$ cat src/rtl/addsub_pkg.sv
// Shared types and sizing helpers for the digit-serial adder/subtractor.
package addsub_pkg;

   typedef enum logic {IDLE, RUN} state_e;

   function automatic int steps_f(input int width, input int digit);
      return width / digit;
   endfunction

   function automatic int cnt_w_f(input int width, input int digit);
      return $clog2(width / digit + 1);
   endfunction

endpackage

$ cat src/rtl/digit_adder.sv
// Combinational ripple of DIGIT full adders; also exposes the carry into the top bit.
module digit_adder #(
   parameter int DIGIT = 4
) (
   input  logic [DIGIT-1:0] a_i,
   input  logic [DIGIT-1:0] b_i,
   input  logic             cin_i,
   output logic [DIGIT-1:0] sum_o,
   output logic             cout_o,
   output logic             cmsb_o
);

   logic carry;

   always_comb begin
      carry  = cin_i;
      sum_o  = '0;
      cmsb_o = cin_i;
      for (int i = 0; i < DIGIT; i++) begin
         if (i == DIGIT - 1) cmsb_o = carry;
         sum_o[i] = a_i[i] ^ b_i[i] ^ carry;
         carry    = (a_i[i] & b_i[i]) | (carry & (a_i[i] ^ b_i[i]));
      end
      cout_o = carry;
   end

endmodule

$ cat src/rtl/serial_addsub.sv
// Digit-serial add/subtract, DIGIT bits per clock; Done pulses WIDTH/DIGIT edges after accept.
// Start is only accepted while idle (including the Done cycle); requests while busy are dropped.
module serial_addsub
   import addsub_pkg::*;
#(
   parameter int WIDTH = 16,
   parameter int DIGIT = 4
) (
   input  logic             clk_i,
   input  logic             rst_n_i,
   input  logic             start_i,
   input  logic             sub_i,
   input  logic [WIDTH-1:0] a_i,
   input  logic [WIDTH-1:0] b_i,
   output logic             busy_o,
   output logic             done_o,
   output logic [WIDTH-1:0] sum_o,
   output logic             cout_o,
   output logic             ovf_o
);

   localparam int STEPS = steps_f(WIDTH, DIGIT);
   localparam int CW    = cnt_w_f(WIDTH, DIGIT);

   if (DIGIT < 1 || DIGIT > WIDTH || (WIDTH % DIGIT) != 0) begin : g_bad_digit
      $error("serial_addsub: WIDTH must be a positive multiple of DIGIT");
   end

   state_e            state_q, state_d;
   logic [CW-1:0]     cnt_q, cnt_d;
   logic [WIDTH-1:0]  a_q, a_d, b_q, b_d, sum_q, sum_d;
   logic              carry_q, carry_d;
   logic              cout_q, cout_d, ovf_q, ovf_d, done_q, done_d;

   logic [DIGIT-1:0]  dig_sum;
   logic              dig_cout, dig_cmsb;

   digit_adder #(.DIGIT(DIGIT)) u_digit (
      .a_i    (a_q[DIGIT-1:0]),
      .b_i    (b_q[DIGIT-1:0]),
      .cin_i  (carry_q),
      .sum_o  (dig_sum),
      .cout_o (dig_cout),
      .cmsb_o (dig_cmsb)
   );

   always_comb begin
      state_d = state_q;
      cnt_d   = cnt_q;
      a_d     = a_q;
      b_d     = b_q;
      sum_d   = sum_q;
      carry_d = carry_q;
      cout_d  = cout_q;
      ovf_d   = ovf_q;
      done_d  = 1'b0;
      case (state_q)
         IDLE: begin
            // Subtraction is A + ~B + 1: invert B once here and seed the carry.
            if (start_i) begin
               state_d = RUN;
               a_d     = a_i;
               b_d     = b_i ^ {WIDTH{sub_i}};
               carry_d = sub_i;
               cnt_d   = '0;
            end
         end
         RUN: begin
            a_d     = a_q >> DIGIT;
            b_d     = b_q >> DIGIT;
            sum_d   = (sum_q >> DIGIT) | (WIDTH'(dig_sum) << (WIDTH - DIGIT));
            carry_d = dig_cout;
            cnt_d   = cnt_q + CW'(1);
            if (cnt_q == CW'(STEPS - 1)) begin
               state_d = IDLE;
               cout_d  = dig_cout;
               ovf_d   = dig_cout ^ dig_cmsb;
               done_d  = 1'b1;
            end
         end
         default: state_d = IDLE;
      endcase
   end

   always_ff @(posedge clk_i or negedge rst_n_i) begin
      if (!rst_n_i) begin
         state_q <= IDLE;
         cnt_q   <= '0;
         a_q     <= '0;
         b_q     <= '0;
         sum_q   <= '0;
         carry_q <= 1'b0;
         cout_q  <= 1'b0;
         ovf_q   <= 1'b0;
         done_q  <= 1'b0;
      end else begin
         state_q <= state_d;
         cnt_q   <= cnt_d;
         a_q     <= a_d;
         b_q     <= b_d;
         sum_q   <= sum_d;
         carry_q <= carry_d;
         cout_q  <= cout_d;
         ovf_q   <= ovf_d;
         done_q  <= done_d;
      end
   end

   assign busy_o = (state_q == RUN);
   assign done_o = done_q;
   assign sum_o  = sum_q;
   assign cout_o = cout_q;
   assign ovf_o  = ovf_q;

endmodule

$ cat config.mk
export PLATFORM = sky130hd
export DESIGN_NAME = serial_addsub
export DESIGN_NICKNAME = d
export VERILOG_FILES = /design/src/rtl/addsub_pkg.sv /design/src/rtl/digit_adder.sv /design/src/rtl/serial_addsub.sv
export SDC_FILE = /design/constraint.sdc
export NUM_CORES = 1
export LEC_CHECK = 0
export CORE_ASPECT_RATIO = 0.75
export CORE_MARGIN = 4
export CORE_UTILIZATION = 45
export DETAILED_ROUTE_END_ITERATION = 8
export GPL_ROUTABILITY_DRIVEN = 0
export PLACE_DENSITY = 0.75
export SYNTH_ARGS = -nofsm -noshare
export SYNTH_HDL_FRONTEND = slang
export SYNTH_SLANG_ARGS = --single-unit
$ cat constraint.sdc
create_clock -name clk_i -period 2 [get_ports clk_i]
set_input_delay 0.3 -clock clk_i [delete_from_list [all_inputs] [get_ports clk_i]]
set_output_delay 0.3 -clock clk_i [all_outputs]
set_load 0.005 [all_outputs]
==> Word-level counts from Yosys, hierarchy flattened <==
Index checks and enable logic that the tools add are counted.
{ "op_classes": {"add_sub_neg": 1, "n_eq_ne": 2, "muxes": 13, "bitwise": 24, "reduce_logical": 1} }
{ "ops": {"columns": ["cell", "count"], "rows": [
  ["one-hot mux 16 bit (2 select lines)", 2],
  ["2-to-1 mux 16 bit", 2],
  ["OR 12 x 16 -> 16 bit", 1],
  ["bitwise XOR 16 bit", 1],
  ["bitwise XOR 1 bit", 9],
  ["bitwise AND 1 bit", 8],
  ["one-hot mux 3 bit (2 select lines)", 1],
  ["2-to-1 mux 1 bit", 5],
  ["OR 1 bit", 4],
  ["one-hot mux 1 bit (2 select lines)", 2],
  ["adder 3 x 1 -> 3 bit, second input constant", 1],
  ["== test 3 x 2 -> 1 bit, second input constant", 1],
  ["2-to-1 mux 3 bit", 1],
  ["!= test 2 bit, second input constant", 1],
  ["AND reduction 2 bit", 1],
  ["NOT 1 bit", 1]
]} }
{ "totals": {"register_bits": 56, "input_bits": 36, "output_inout_bits": 20, "wordCells": 50} }

==> Depth between registers and ports, before layout <==
Gate-level depths: netlist (run 1).
{ "logic_depth": {"word_depth": 10, "depth_mapped": 9, "depth_no_buf": 9} }

==> Cells and area by module <==
Synthesis (run 1) repeated with hierarchy kept, for this count alone.
{ "hier_totals": {"hier_cells": 216, "area_unflattened_um2": 2637.5} }
{ "by_module_without_submodules": {"columns": ["module", "n_inst", "cells_each", "area_each_um2"], "rows": [
  ["serial_addsub", 1, 204, 2527.4],
  ["digit_adder", 1, 12, 110.1]
]} }

==> Least setup slack after synthesis (run 1) <==
No wires, ideal clock.
{ "synth_timing": {"kind": "reg2reg", "start": "register a_q[0]", "end": "register ovf_q, in the netlist ovf_o", "setup_ps": 125, "arrival_time_ps": 2008, "setup_slack_ps": -133, "stages_incl_launch_ff": 10, "n_path_buf": 0, "synth_period_minus_slack_ps": 2133, "path_cell_list": "dfrtp_1 -> fa_1 -> inv_1 -> fa_1 -> inv_1 -> fa_1 -> inv_1 -> fa_1 -> xnor2_1 -> mux2_2"} }
{ "synth_via": {"elab_chain_len": 10, "word_cells_on_any_way": 11} }
{ "synth_rtl": {"columns": ["item", "line", "source"], "rows": [
  ["start, declared", "serial_addsub.sv:31", "logic [WIDTH-1:0] a_q, a_d, b_q, b_d, sum_q, sum_d;"],
  ["start signal, assigned", "serial_addsub.sv:89", "a_q <= '0;"],
  ["start signal, assigned", "serial_addsub.sv:99", "a_q <= a_d;"],
  ["bitwise XOR 1 bit", "digit_adder.sv:22", "carry = (a_i[i] & b_i[i]) | (carry & (a_i[i] ^ b_i[i]));"],
  ["bitwise AND 1 bit", "digit_adder.sv:22", null],
  ["OR 1 bit *", "digit_adder.sv:22", null],
  ["bitwise AND 1 bit *", "digit_adder.sv:22", null],
  ["OR 1 bit *", "digit_adder.sv:22", null],
  ["bitwise AND 1 bit *", "digit_adder.sv:22", null],
  ["OR 1 bit *", "digit_adder.sv:22", null],
  ["bitwise AND 1 bit", "digit_adder.sv:22", null],
  ["OR 1 bit", "digit_adder.sv:22", null],
  ["bitwise XOR 1 bit *", "serial_addsub.sv:77", "ovf_d = dig_cout ^ dig_cmsb;"],
  ["end signal, assigned", "serial_addsub.sv:104", "ovf_q <= ovf_d;"],
  ["end, declared", "serial_addsub.sv:33", "logic cout_q, cout_d, ovf_q, ovf_d, done_q, done_d;"]
]} }
Mark *: on every way between the ends. The rest lies on a longest branch, timed or not.
A chain may end at the register's enable or synchronous reset.

==> Final worst setup path (run 1) <==
{ "layout_timing": {"start": "register carry_q", "end": "register ovf_q, in the netlist ovf_o"} }
{ "layout_via": {"elab_chain_len": 9} }
{ "layout_rtl": {"columns": ["item", "line", "source"], "rows": [
  ["start, declared", "serial_addsub.sv:32", "logic carry_q, carry_d;"],
  ["start signal, assigned", "serial_addsub.sv:102", "carry_q <= carry_d;"],
  ["bitwise AND 1 bit *", "digit_adder.sv:22", null],
  ["OR 1 bit *", "digit_adder.sv:22", null],
  ["bitwise AND 1 bit *", "digit_adder.sv:22", null],
  ["OR 1 bit *", "digit_adder.sv:22", null],
  ["bitwise AND 1 bit *", "digit_adder.sv:22", null],
  ["OR 1 bit *", "digit_adder.sv:22", null],
  ["bitwise AND 1 bit", "digit_adder.sv:22", null],
  ["OR 1 bit", "digit_adder.sv:22", null],
  ["bitwise XOR 1 bit *", "serial_addsub.sv:77", null]
]} }
Marks and branches as above.

==> results of run 1 <==
-- cell type report --
| cell class | instances | area, µm² |
|---|---|---|
| inverter | 13 | 48.80 |
| multi-input combinational | 130 | 1094 |
| tap | 75 | 93.84 |
| timing repair buffer | 70 | 701.9 |
| sequential | 56 | 1403 |
| fill | 447 | 2037 |
| clock buffer | 8 | 90.09 |
-- metrics by stage --
step	cells	hold WS (ns)	setup WS, ns	cell area [µm²]	power [W]
finish	352	0.4941	-0.1864	3431	0.003977
global route	352	0.5136	-0.2595	3431	0.004288
CTS	351	0.4971	-0.1607	3400	0.003997
detailed placement	340	0.3268	-0.1585	3281	0.003344
global placement	340	0.3322	-0.07440	3281	0.003277
floorplan	214	0.004409	-0.07086	2623	0.002641
-- flip-flops by register name (all words and copies together), names as in the netlist --
register / flops
cnt_q: 3
carry_q: 1
busy_o: 1
b_q: 16
cout_o: 1
done_o: 1
ovf_o: 1
a_q: 16
sum_o: 16
-- timing repair --
item                                   4_1_cts  5_1_grt
resized for setup                            1        4
setup endpoints to repair                    3        4
pin swaps                                    0        2
endpoints found under the hold margin       24        0
setup buffers                                2        1
hold buffers                                 1        0
-- worst paths after layout --
check,startpoint,to,slack (ns)
min in group asynchronous,rst_n_i,sum_o[1],0.51
setup / recovery,carry_q,ovf_o,-0.19
hold / removal,a_q[8],a_q[4],0.49
hold reg to reg,a_q[8],a_q[4],0.49
max in group asynchronous,rst_n_i,b_q[11],0.92
setup reg to reg,carry_q,ovf_o,-0.19
-- layer usage --
metal | wire length, µm | share of wire (%)
met1 | 2197 | 45
met2 | 2293 | 47
met3 | 311 | 6.4
met4 | 85 | 1.7
met5 | 0 | 0
-- Yosys cell counts --
cell type	n
dfrtp_1	56
a21oi_1	1
buf_4	3
a211oi_1	4
nand2b_1	2
fa_1	4
buf_6	1
mux2_2	15
and2_1	10
nand2_1	15
buf_12	1
o211ai_1	2
xnor2_1	7
a22o_1	2
ha_1	2
mux2i_1	22
buf_2	9
o21ai_0	12
clkbuf_1	1
nor2_1	9
inv_1	13
a221o_1	10
nor2b_1	1
xor2_1	10
or3b_1	2
-- cell families after synthesis --
kind of cell             Yosys count  share of synthesized area, %
AND/OR/NAND/NOR                   39                         7.232
adder cells (fa/ha/maj)            6                         4.023
buffers and inverters             28                         5.795
AO/OA/AOI/OAI                     31                         8.717
XOR/XNOR                          17                         5.699
multiplexers                      37                         14.89
flip-flops                        56                         53.64
-- where the power goes --
group | leakage [nW] | total, W | internal [W] | switching, W
registers | 0.732 | 0.00184 | 0.00155 | 0.000287
clock network | 0.0455 | 0.000621 | 0.000283 | 0.000338
logic | 0.803 | 0.00151 | 0.000955 | 0.000559
-- tightest hold or removal path, delay by kind of cell, from the launching register on --
family | cells | cell delay, ns
simple gates | 1 | 0.05
compound gates | 1 | 0.06
flops | 1 | 0.36
==> results.py, run 1 <==
metrics = {
    "cts": {
        "cts-root-buf": "clkbuf_8",
        "cts_sinks": 56,
        "numCtsBuffers": 5,
        "cts_buffer_depth": 2,
        "clk_latency_ns": 0.31,
        "clk_pin_slew_worst_paths_ns": 0.09,
        "cts_tree": "built",
        "h-tree-depth": 2,
    },
    "routing": {
        "vias_per_cell": 4.773,
        "drt_iter0_drc": 41,
        "drc": 0,
        "drtPass1Iterations": 4,
        "wl_mm": 4.887,
        "dr_total_vias": 1680,
        "wl_per_cell_um": 13.88,
        "antenna_left": 0,
    },
    "setup_path": {
        "critPathMaxStageDelay_ns": 0.41,
        "r2r_cells": 9,
        "path_class": "reg -> reg",
        "cp_num_cells": 9,
        "cpMostUsedCell": "fa_2",
        "critPathMaxFanout": 2,
        "critPathBufInv": 3,
        "cp-end-kind": "flip-flop",
        "critPathTopFamily": "adder cells",
        "crit_required_ns": 2.20,
        "cp_cell_sequence": "fa_2, inv_2, fa_2, inv_2, fa_2, inv_2, fa_2, xnor2_2, mux2_4",
        "worst_path_max_delay_cell": "dfrtp_1",
        "start_kind": "flip-flop",
        "cp.arrival_ns": 2.38,
    },
    "layout": {
        "final_common_cell": "dfrtp_1",
        "drive_gt1_share_pct": 16.61,
        "syn_to_final_growth_pct": 31.32,
        "finish.utilization_pct": 62.75,
        "final_cell_mix": "dfrtp_1 (55), clkdlybuf4s50_1 (54), mux2i_1 (21)",
        "final_nets": 318,
        "n_antenna_cell": 0,
    },
    "timing": {
        "setup_ws_ns": -0.1864,
        "period_needed_ns": 2.186,
        "slew_headroom_pct": 49.69,
        "slew_violations": 0,
        "tightest_slew_ns": 0.7531,
        "clock_skew_ns": 0.003369,
        "hold_viol": 0,
        "final.setup.tns_ns": -0.5178,
        "rsz0062_at_grt": "yes",
        "fin_crit_sh_pct": 109.3,
        "fmax_mhz": 457.4,
        "finalSetupViolations": 4,
    },
    "synth": {
        "synth_cell_types": 25,
        "syn_area_per_cell_um2": 12.21,
        "netlist_instances": 214,
        "yosysTopAreaCellShare_pct": 53.64,
        "ys_seq_area_share_pct": 53.64,
        "ys_ff_latch": 56,
        "synthesis.nets": 256,
        "yosysTopAreaCell": "dfrtp_1",
        "synth_area_um2": 2613,
        "yosys-top-cells-area": "dfrtp_1 (54%), mux2i_1 (8.4%), mux2_2 (6.5%)",
        "synth_warnings": 0,
    },
    "floorplan": {
        "core-area_um2": 5468,
        "rows": 23,
        "die_h_um": 73.99,
        "initial_core_util_pct": 47.78,
        "pin_count": 56,
        "die-area_um2": 7101,
        "die_x_um": 95.98,
    },
    "power": {
        "power_density_nw_per_um2": 1159,
        "peakVddDrop_uv": 419.0,
        "power_leakage_nw": 1.581,
    },
    "global_routing": {
        "use_met1_pct": 19.72,
        "met2_usage_pct": 23.79,
        "grt_pass1_wl_mm": 7.990,
        "grt_max_degree": 42,
        "grt-busiest-layer": "met2",
        "antenna_found_initial": 0,
        "gr-total-overflow": 0,
        "grt_use_total_pct": 15.03,
        "grt_pass1_vias": 1707,
        "grtUsageMet3_pct": 3.842,
    },
    "run_status": {
        "status": "finished, violations left",
        "violations": "setup timing",
    },
    "min_path": {
        "whs_path_depth": 2,
        "holdCritPathClass": "reg -> reg",
    },
    "job": {
        "maxCapViolCount": 0,
    },
    "placed_design": {
        "dp_hpwl_mm": 3.461,
        "port_buffers": 55,
    },
}
No activity file was read; power rests on OpenSTA's default activity.
==> run 2, diff against run 1 <==
--- a/config.mk
+++ b/config.mk
@@ -10,7 +10,7 @@
 export CORE_UTILIZATION = 45
 export DETAILED_ROUTE_END_ITERATION = 8
 export GPL_ROUTABILITY_DRIVEN = 0
-export PLACE_DENSITY = 0.75
+export PLACE_DENSITY = 0.72
 export SYNTH_ARGS = -nofsm -noshare
 export SYNTH_HDL_FRONTEND = slang
 export SYNTH_SLANG_ARGS = --single-unit
==> constraint.sdc (replaced) <==
create_clock -name clk_i -period 2.6 [get_ports clk_i]
set_input_delay 0.39 -clock clk_i [delete_from_list [all_inputs] [get_ports clk_i]]
set_output_delay 0.39 -clock clk_i [all_outputs]
set_load 0.005 [all_outputs]
==> results.py, run 2 (synthesis gave the netlist of run 1 again) <==
metrics = {
    "routing": {
        "wl_mm": 4.783,
        "antenna_left": 0,
        "drtPass1Iterations": 4,
        "drc": 0,
        "wl_per_cell_um": 14.03,
        "drt_iter0_drc": 61,
        "vias_per_cell": 4.959,
        "dr_total_vias": 1691,
    },
    "timing": {
        "fin_crit_sh_pct": 85.84,
        "setup_ws_ns": 0.3680,
        "slew_headroom_pct": 50.05,
        "hold_ws_ns": 0.1414,
        "period_needed_ns": 2.232,
        "rsz0062_at_grt": "no",
        "slew_violations": 0,
        "tightest_slew_ns": 0.7492,
        "clock_skew_ns": 0.01487,
        "finalSetupViolations": 0,
        "hold_viol": 0,
        "fmax_mhz": 448.0,
        "final.setup.tns_ns": 0,
    },
    "layout": {
        "final_common_cell": "dfrtp_1",
        "n_antenna_cell": 0,
        "drive_gt1_share_pct": 10.90,
        "final_nets": 308,
        "fillCellCount": 460,
        "syn_to_final_growth_pct": 26.01,
        "final_cell_mix": "dfrtp_1 (55), clkdlybuf4s50_1 (54), mux2i_1 (22)",
    },
    "cts": {
        "cts_sinks": 56,
        "h-tree-depth": 2,
        "cts_hold_buf": 0,
        "clk_latency_ns": 0.31,
        "cts_setup_buffers": 0,
        "numCtsBuffers": 5,
        "clk_pin_slew_worst_paths_ns": 0.10,
        "cts-root-buf": "clkbuf_8",
        "cts_tree": "built",
        "cts_resized": 0,
        "cts_buffer_depth": 2,
    },
    "power": {
        "p_total_w": 0.002953,
        "peakVddDrop_uv": 357.4,
        "power_density_nw_per_um2": 897.2,
        "power_leakage_nw": 1.517,
    },
    "global_routing": {
        "grt_pass1_wl_mm": 8.128,
        "gr-total-overflow": 0,
        "met2_usage_pct": 23.18,
        "grtUsageMet3_pct": 4.044,
        "grt_max_degree": 53,
        "grt_use_total_pct": 14.98,
        "use_met1_pct": 20.55,
        "grt-busiest-layer": "met2",
        "antenna_found_initial": 0,
        "grt_pass1_vias": 1676,
    },
    "floorplan": {
        "initial_core_util_pct": 47.78,
        "core-area_um2": 5468,
        "pin_count": 56,
        "rows": 23,
        "die_h_um": 73.99,
        "die-area_um2": 7101,
        "die_x_um": 95.98,
    },
    "setup_path": {
        "r2r_start": "a_q[0]",
        "start_kind": "flip-flop",
        "crit_required_ns": 2.80,
        "r2r_cells": 9,
        "critPathMaxFanout": 3,
        "path_class": "reg -> reg",
        "cp.arrival_ns": 2.43,
        "reg2reg_slack_ns": 0.37,
        "cp-end-kind": "flip-flop",
        "timing.rr.end": "ovf_o",
    },
    "run_status": {
        "status": "finished, final reports clean",
    },
    "placed_design": {
        "dp_slack_ns": 0.3626,
        "port_buffers": 55,
        "dp_hpwl_mm": 3.386,
    },
    "min_path": {
        "holdCritPathClass": "in -> async",
    },
    "job": {
        "maxCapViolCount": 0,
    },
}
run 2: metrics by stage:
step / instance area, µm² / instances / util [%]
2_1_floorplan: 2613 / 214 / -
3_3_place_gp: 3201 / 334 / 58.54
3_5_place_dp: 3201 / 334 / 58.54
4_1_cts: 3292 / 341 / 60.21
5_1_grt: 3292 / 341 / 60.21
6_report: 3292 / 341 / 60.21
run 2: worst max-delay path by stage:
stage | start | endpoint | slack (ns) | depth (start not counted)
final | a_q[0] | ovf_o | 0.37 | 9
after global routing | a_q[0] | ovf_o | 0.26 | 9
after CTS | a_q[0] | ovf_o | 0.35 | 9
after detailed placement | a_q[0] | ovf_o | 0.36 | 9
after global placement | a_q[0] | ovf_o | 0.41 | 9
after floorplan | a_q[0] | ovf_o | 0.47 | 9
run 2: per-layer routing:
layer	wire length, µm	share of wire, %
met5	0	0
met4	64	1.3
met3	288	6.0
met2	2146	45
met1	2284	48
run 2: worst max-delay path, cell delays in order (launching register included):
cell     delay [ns]
dfrtp_1        0.41
fa_1           0.42
inv_1          0.07
fa_1           0.15
inv_1          0.05
fa_1           0.39
inv_1          0.08
fa_1           0.22
xnor2_1        0.08
mux2_2         0.26
run 2: layout make-up:
type                            count  area [µm²]  share of cell area [%]
Tap cell                           75       93.84                   2.851
Inverter                           13       48.80                   1.482
Multi-Input combinational cell    130        1060                   32.19
Timing Repair Buffer               60       595.6                   18.09
Sequential cell                    56        1403                   42.61
Clock inverter                      1       8.758                  0.2661
Clock buffer                        6       82.58                   2.509
run 2: power breakdown:
group	total, W	internal (W)	switching [W]
clock	0.000487	0.000213	0.000274
sequential	0.00141	0.00120	0.000210
combinational	0.00106	0.000657	0.000405
total	0.00295	0.00206	0.000889
==> patch 1 (flow settings as in run 1) <==
`DIGIT` is set to 4 in 2 places; all go to 8.
--- a/src/rtl/digit_adder.sv
+++ b/src/rtl/digit_adder.sv
@@ -1,6 +1,6 @@
 // Combinational ripple of DIGIT full adders; also exposes the carry into the top bit.
 module digit_adder #(
-   parameter int DIGIT = 4
+   parameter int DIGIT = 8
 ) (
    input  logic [DIGIT-1:0] a_i,
    input  logic [DIGIT-1:0] b_i,
--- a/src/rtl/serial_addsub.sv
+++ b/src/rtl/serial_addsub.sv
@@ -4,7 +4,7 @@
    import addsub_pkg::*;
 #(
    parameter int WIDTH = 16,
-   parameter int DIGIT = 4
+   parameter int DIGIT = 8
 ) (
    input  logic             clk_i,
    input  logic             rst_n_i,
Check against the original RTL: not equivalent (Yosys sat finds a counterexample within 4 cycles, from zero or initial values and one cycle with rst_n_i low).
==> patch 1 against run 1 <==
  * The run still ends with negative setup slack left
  * Total power rose by 3.8%
  * Routed wire length rose by 0.82%
  * Area after synthesis fell by 0.67%
  * Design area fell by 1.2%
  * First-iteration DRC count rose by 20%
  * Sequential cell count fell by 1
  * Critical endpoint unchanged
  * Clock skew rose by 2.5 ps
  * Worst setup slack got worse by 1300 ps
  * Via count rose by 1.3%
  * Critical path depth rose by 4
==> patch 1: results (changes against run 1) <==
Final layout
  – Layout cells sized above 1: 18.9% (+2.3 points)
  – Area Growth Syn to Fin: 30.7%
  – Fill cells: 464 (+3.8%)

Status
  – Failing checks: negative setup slack
  – Status: complete, but fails checks

Drt
  – Met3 WL: 307 um (-1.3%)
  – Routed vias: 1701 (+1.3%)
  – M1 wire length: 2.31 mm (+5.1%)
  – DRT Pass-1 Iters: 6 (+2)
  – Iteration-0 DRC Markers: 49 (+20%)

Pwr
  – Max VDD drop: 457 uV (+9.2%)
  – P_leak: 0.00157 uW (-0.65%)

Global route
  – Largest net degree at the start of global routing: 31 (-26%)
  – Vias in the first global route: 1602 (-6.2%)
  – First-pass GRT wire length: 8.12 mm (+1.6%)
  – GRT Util Overall: 15.2% (+0.18 points)

Timing
  – Tightest Pin Transition: 653 ps (-99.6 ps)
  – Final worst slack: -1470 ps (-1280 ps)
  – Setup violators final: 8 (+4)
  – Setup Skew: 5.82 ps (+2.45 ps)

Synthesis
  – Post-Syn Nets: 252 (-1.6%)
  – Seq/Total Area, Yosys: 53.0% (-0.60 points)
  – Ranking of synthesized cells by area: dfrtp_1 53%, mux2i_1 8.5%, mux2_2 6.5%

Place
  – Post-DP HPWL: 3.66 mm (+5.8%)
  – DP Area: 3270 um^2 (-0.23%)

Min path
  – Hold Path Stages: 3 (+1)
  – Hold Path Class: in2reg

Setup path
  – CP Data Arrival Time: 3670 ps (+1290 ps)
  – Reg-to-Reg Start: a_q[0]
  – Reg2Reg Depth: 13 (+4)
-- patch 1: cell types whose count changed in the layout (fill, tap and decap cells not counted), moves of 3 or more --
cell,run 1,this run
buf_4,10,17
o21ai_0,12,8
nor2_1,9,16
mux2_2,14,11
buf_12,3,0
xnor2_1,6,9
nand2_1,15,9
mux2_4,1,4
fa_2,4,7
a211oi_1,4,8
-- patch 1: cells by family after synthesis --
group	share of synthesized area (%)
AO/OA/AOI/OAI	7.47
XOR/XNOR	5.74
adder cells (fa/ha/maj)	6.65
buffers and inverters	5.83
flip-flops	53.0
multiplexers	15.0
AND/OR/NAND/NOR	6.27
-- patch 1: worst max-delay path: stages, from the launching register on --
cell     delay [ps]
dfrtp_1         420
fa_2            400
inv_2            60
fa_1            140
inv_1            50
fa_2            330
fa_2            340
fa_2            340
fa_2            350
fa_2            350
inv_2            60
fa_2            200
xnor2_1          70
mux2_2          250
-- patch 1: stage by stage --
step	hold slack (ps)	std cells
4_1_cts	388	350
2_1_floorplan	4.41	207
3_3_place_gp	289	340
3_5_place_dp	293	340
5_1_grt	408	350
6_report	406	350
-- patch 1: repair_timing --
item                                   in CTS  in global routing
setup buffers                               1                  0
gates resized for setup                     5                  1
hold buffers                                1                  0
endpoints found under the hold margin      21                  0
setup endpoints to repair                   8                  8
pin swaps                                   0                  0
-- patch 1: area by class of cell --
class | instances | share of cell area (%)
multi-input combinational | 125 | 32.4
clock inverter | 1 | 0.148
timing repair buffer | 74 | 20.3
tap | 75 | 2.77
clock buffer | 7 | 2.25
inverter | 13 | 1.44
sequential | 55 | 40.6
-- patch 1: report_power, final --
part | total, uW | switching, uW | internal [uW]
clock | 579 | 333 | 246
sequential | 1840 | 307 | 1530
combinational | 1710 | 650 | 1060
total | 4130 | 1290 | 2840
==> patch 2 (flow settings as in run 1) <==
Without the edit above. Register the output `done_o` once more; this adds one clock of latency there. The other outputs are not delayed to match.
--- a/src/rtl/serial_addsub.sv
+++ b/src/rtl/serial_addsub.sv
@@ -107,7 +107,9 @@
    end
 
    assign busy_o = (state_q == RUN);
-   assign done_o = done_q;
+   always_ff @(posedge clk_i) begin
+      done_o <= done_q;
+   end
    assign sum_o  = sum_q;
    assign cout_o = cout_q;
    assign ovf_o  = ovf_q;
Formal check against the unedited RTL: not equivalent (Yosys sat finds a counterexample within 10 cycles, from zero or initial values and one cycle with rst_n_i low).
==> patch 2 against run 1 <==
  * The run still ends with negative setup slack left
  * Design area rose by 2.3%
  * Worst setup slack better by 58 ps
  * Die area up 0.70%
  * Area after synthesis increased by 0.77%
  * Cell count increased by 2.3%
  * Sequential cell count rose by 1
  * Routed wire length fell by 3.2%
  * Global-route usage fell by 0.13 points
  * Non-clock buffer count down 1
  * Via count increased by 3.0%
  * Total power grew 11%
  * Critical endpoint unchanged
  * Highest routed layer unchanged
==> patch 2: results (changes against run 1) <==
Min path
  – Hold Path Stages: 0 (-2)

Synthesis
  – Number of library cell types mapped by synthesis: 26 (+4.0%)
  – Ranking of synthesized cells by area: dfrtp_1 53%, mux2i_1 8.4%, mux2_2 6.4%
  – Post-Syn Nets: 257 (+0.39%)
  – Top cells by count, synth: 56 x dfrtp_1, 22 x mux2i_1, 15 x mux2_2, 15 x nand2_1, 13 x inv_1
  – Seq/Total Area, Yosys: 54.0% (+0.35 points)
  – Asr flop ratio synth: 98.2% (-1.8 points)

Status
  – Failing checks: negative setup slack
  – Status: complete, but fails checks

Timing
  – Setup TNS: -245 ps (+273 ps)
  – Tightest Pin Transition: 768 ps (+15.4 ps)
  – Setup Skew: 5.62 ps (+2.25 ps)
  – Setup violators final: 2 (-2)
  – Final worst slack: -128 ps (+58.0 ps)

Clock tree
  – Post-CTS Setup Repair Bufs: 0 (-2)
  – CTS Buf Count: 9 (+4)
  – Post-cts resize count: 0 (-1)
  – Reg clk slew, reported paths: 60 ps (-30 ps)
  – Clock insertion delay at the later pin of the skew report: 330 ps (+20 ps)

Drt
  – Total routed wirelength: 4.73 mm (-3.2%)
  – Max Used Layer: met4
  – DR vias/cell: 4.81 (+0.69%)
  – M1 wire length: 2.12 mm (-3.4%)
  – Routed wl met2: 2.21 mm (-3.7%)
  – Iteration-0 DRC Markers: 70 (+71%)

Final layout
  – Final net count: 322 (+1.3%)
  – Layout cells sized above 1: 18.2% (+1.6 points)

Global route
  – Initial antenna violation count: 0 (unchanged)
  – Largest net degree at the start of global routing: 32 (-24%)
  – GRT Util Overall: 14.9% (-0.13 points)
  – First-pass GRT wire length: 7.88 mm (-1.4%)

Setup path
  – Max incr delay on CP: 380 ps (-30 ps)
  – CP Data Arrival Time: 2340 ps (-40 ps)

Pwr
  – Max VDD drop: 527 uV (+26%)
  – P_leak: 0.00162 uW (+2.7%)
  – Sw power: 1250 uW (+5.2%)

Place
  – DP Area: 3290 um^2 (+0.31%)
  – Post-DP HPWL: 3.35 mm (-3.3%)
## patch 2: changes by cell type in the layout (fill, tap and decap cells not counted), sizes merged
| cell | before | now |
|---|---|---|
| clkinv | 0 | 3 |
| bufinv | 0 | 2 |
| clkbuf | 8 | 10 |
| buf | 15 | 14 |
| clkinvlp | 0 | 1 |
| dfxtp | 0 | 1 |
## patch 2: what timing repair did
| action | in CTS | in global routing |
|---|---|---|
| hold buffers | 1 | 0 |
| setup endpoints to repair | 2 | 4 |
| hold endpoints to repair | 25 | 0 |
| pin swaps | 0 | 1 |
| cloned | 0 | 0 |
## patch 2: stage by stage
step                worst slack, ps  instances  hold WS [ps]  power [uW]
floorplan                     -70.9        215          4.41        2670
CTS                            -136        360           340        4490
detailed placement             -116        343           327        3340
finish                         -128        360           341        4420
global placement              -74.5        343           331        3290
global route                   -200        360           359        4760
## patch 2: cell families after synthesis
family                   Yosys count  share of synthesized area, %
AND/OR/NAND/NOR                   39                          7.18
multiplexers                      37                          14.8
buffers and inverters             28                          5.75
XOR/XNOR                          17                          5.66
flip-flops                        57                          54.0
adder cells (fa/ha/maj)            6                          3.99
AO/OA/AOI/OAI                     31                          8.65
## patch 2: area by class of cell
cell class                 count  area, um^2
clock buffer                  10         128
sequential                    57        1420
fill                         459        1990
multi-input combinational    130        1070
inverter                      13        48.8
tap                           75        93.8
timing repair buffer          69         666
clock inverter                 6        82.6
## patch 2: worst paths after layout
check	endpoint	slack [ps]	startpoint
setup / recovery	ovf_o	-130	carry_q
hold / removal	done_o	340	done_q
setup reg to reg	ovf_o	-130	carry_q
hold reg to reg	done_o	340	done_q
max in group asynchronous	a_q[5]	910	rst_n_i
min in group asynchronous	sum_o[9]	520	rst_n_i
## patch 2: power by group through the flow
| stage | clock network (uW) | registers (uW) | logic (uW) |
|---|---|---|---|
| finish | 1130 | 1870 | 1420 |
| CTS | 1170 | 1870 | 1450 |
| global route | 1230 | 1930 | 1600 |
| detailed placement | 0 | 1890 | 1440 |
| floorplan | 0 | 1810 | 856 |
| global placement | 0 | 1880 | 1410 |
## patch 2: metal layers
layer / GRT usage, % / vias to the layer above
met4: 4.67 / 0
met5: 0 / -
met3: 6.98 / 6
met2: 24.0 / 49
met1: 17.9 / 818
li1: - / 857
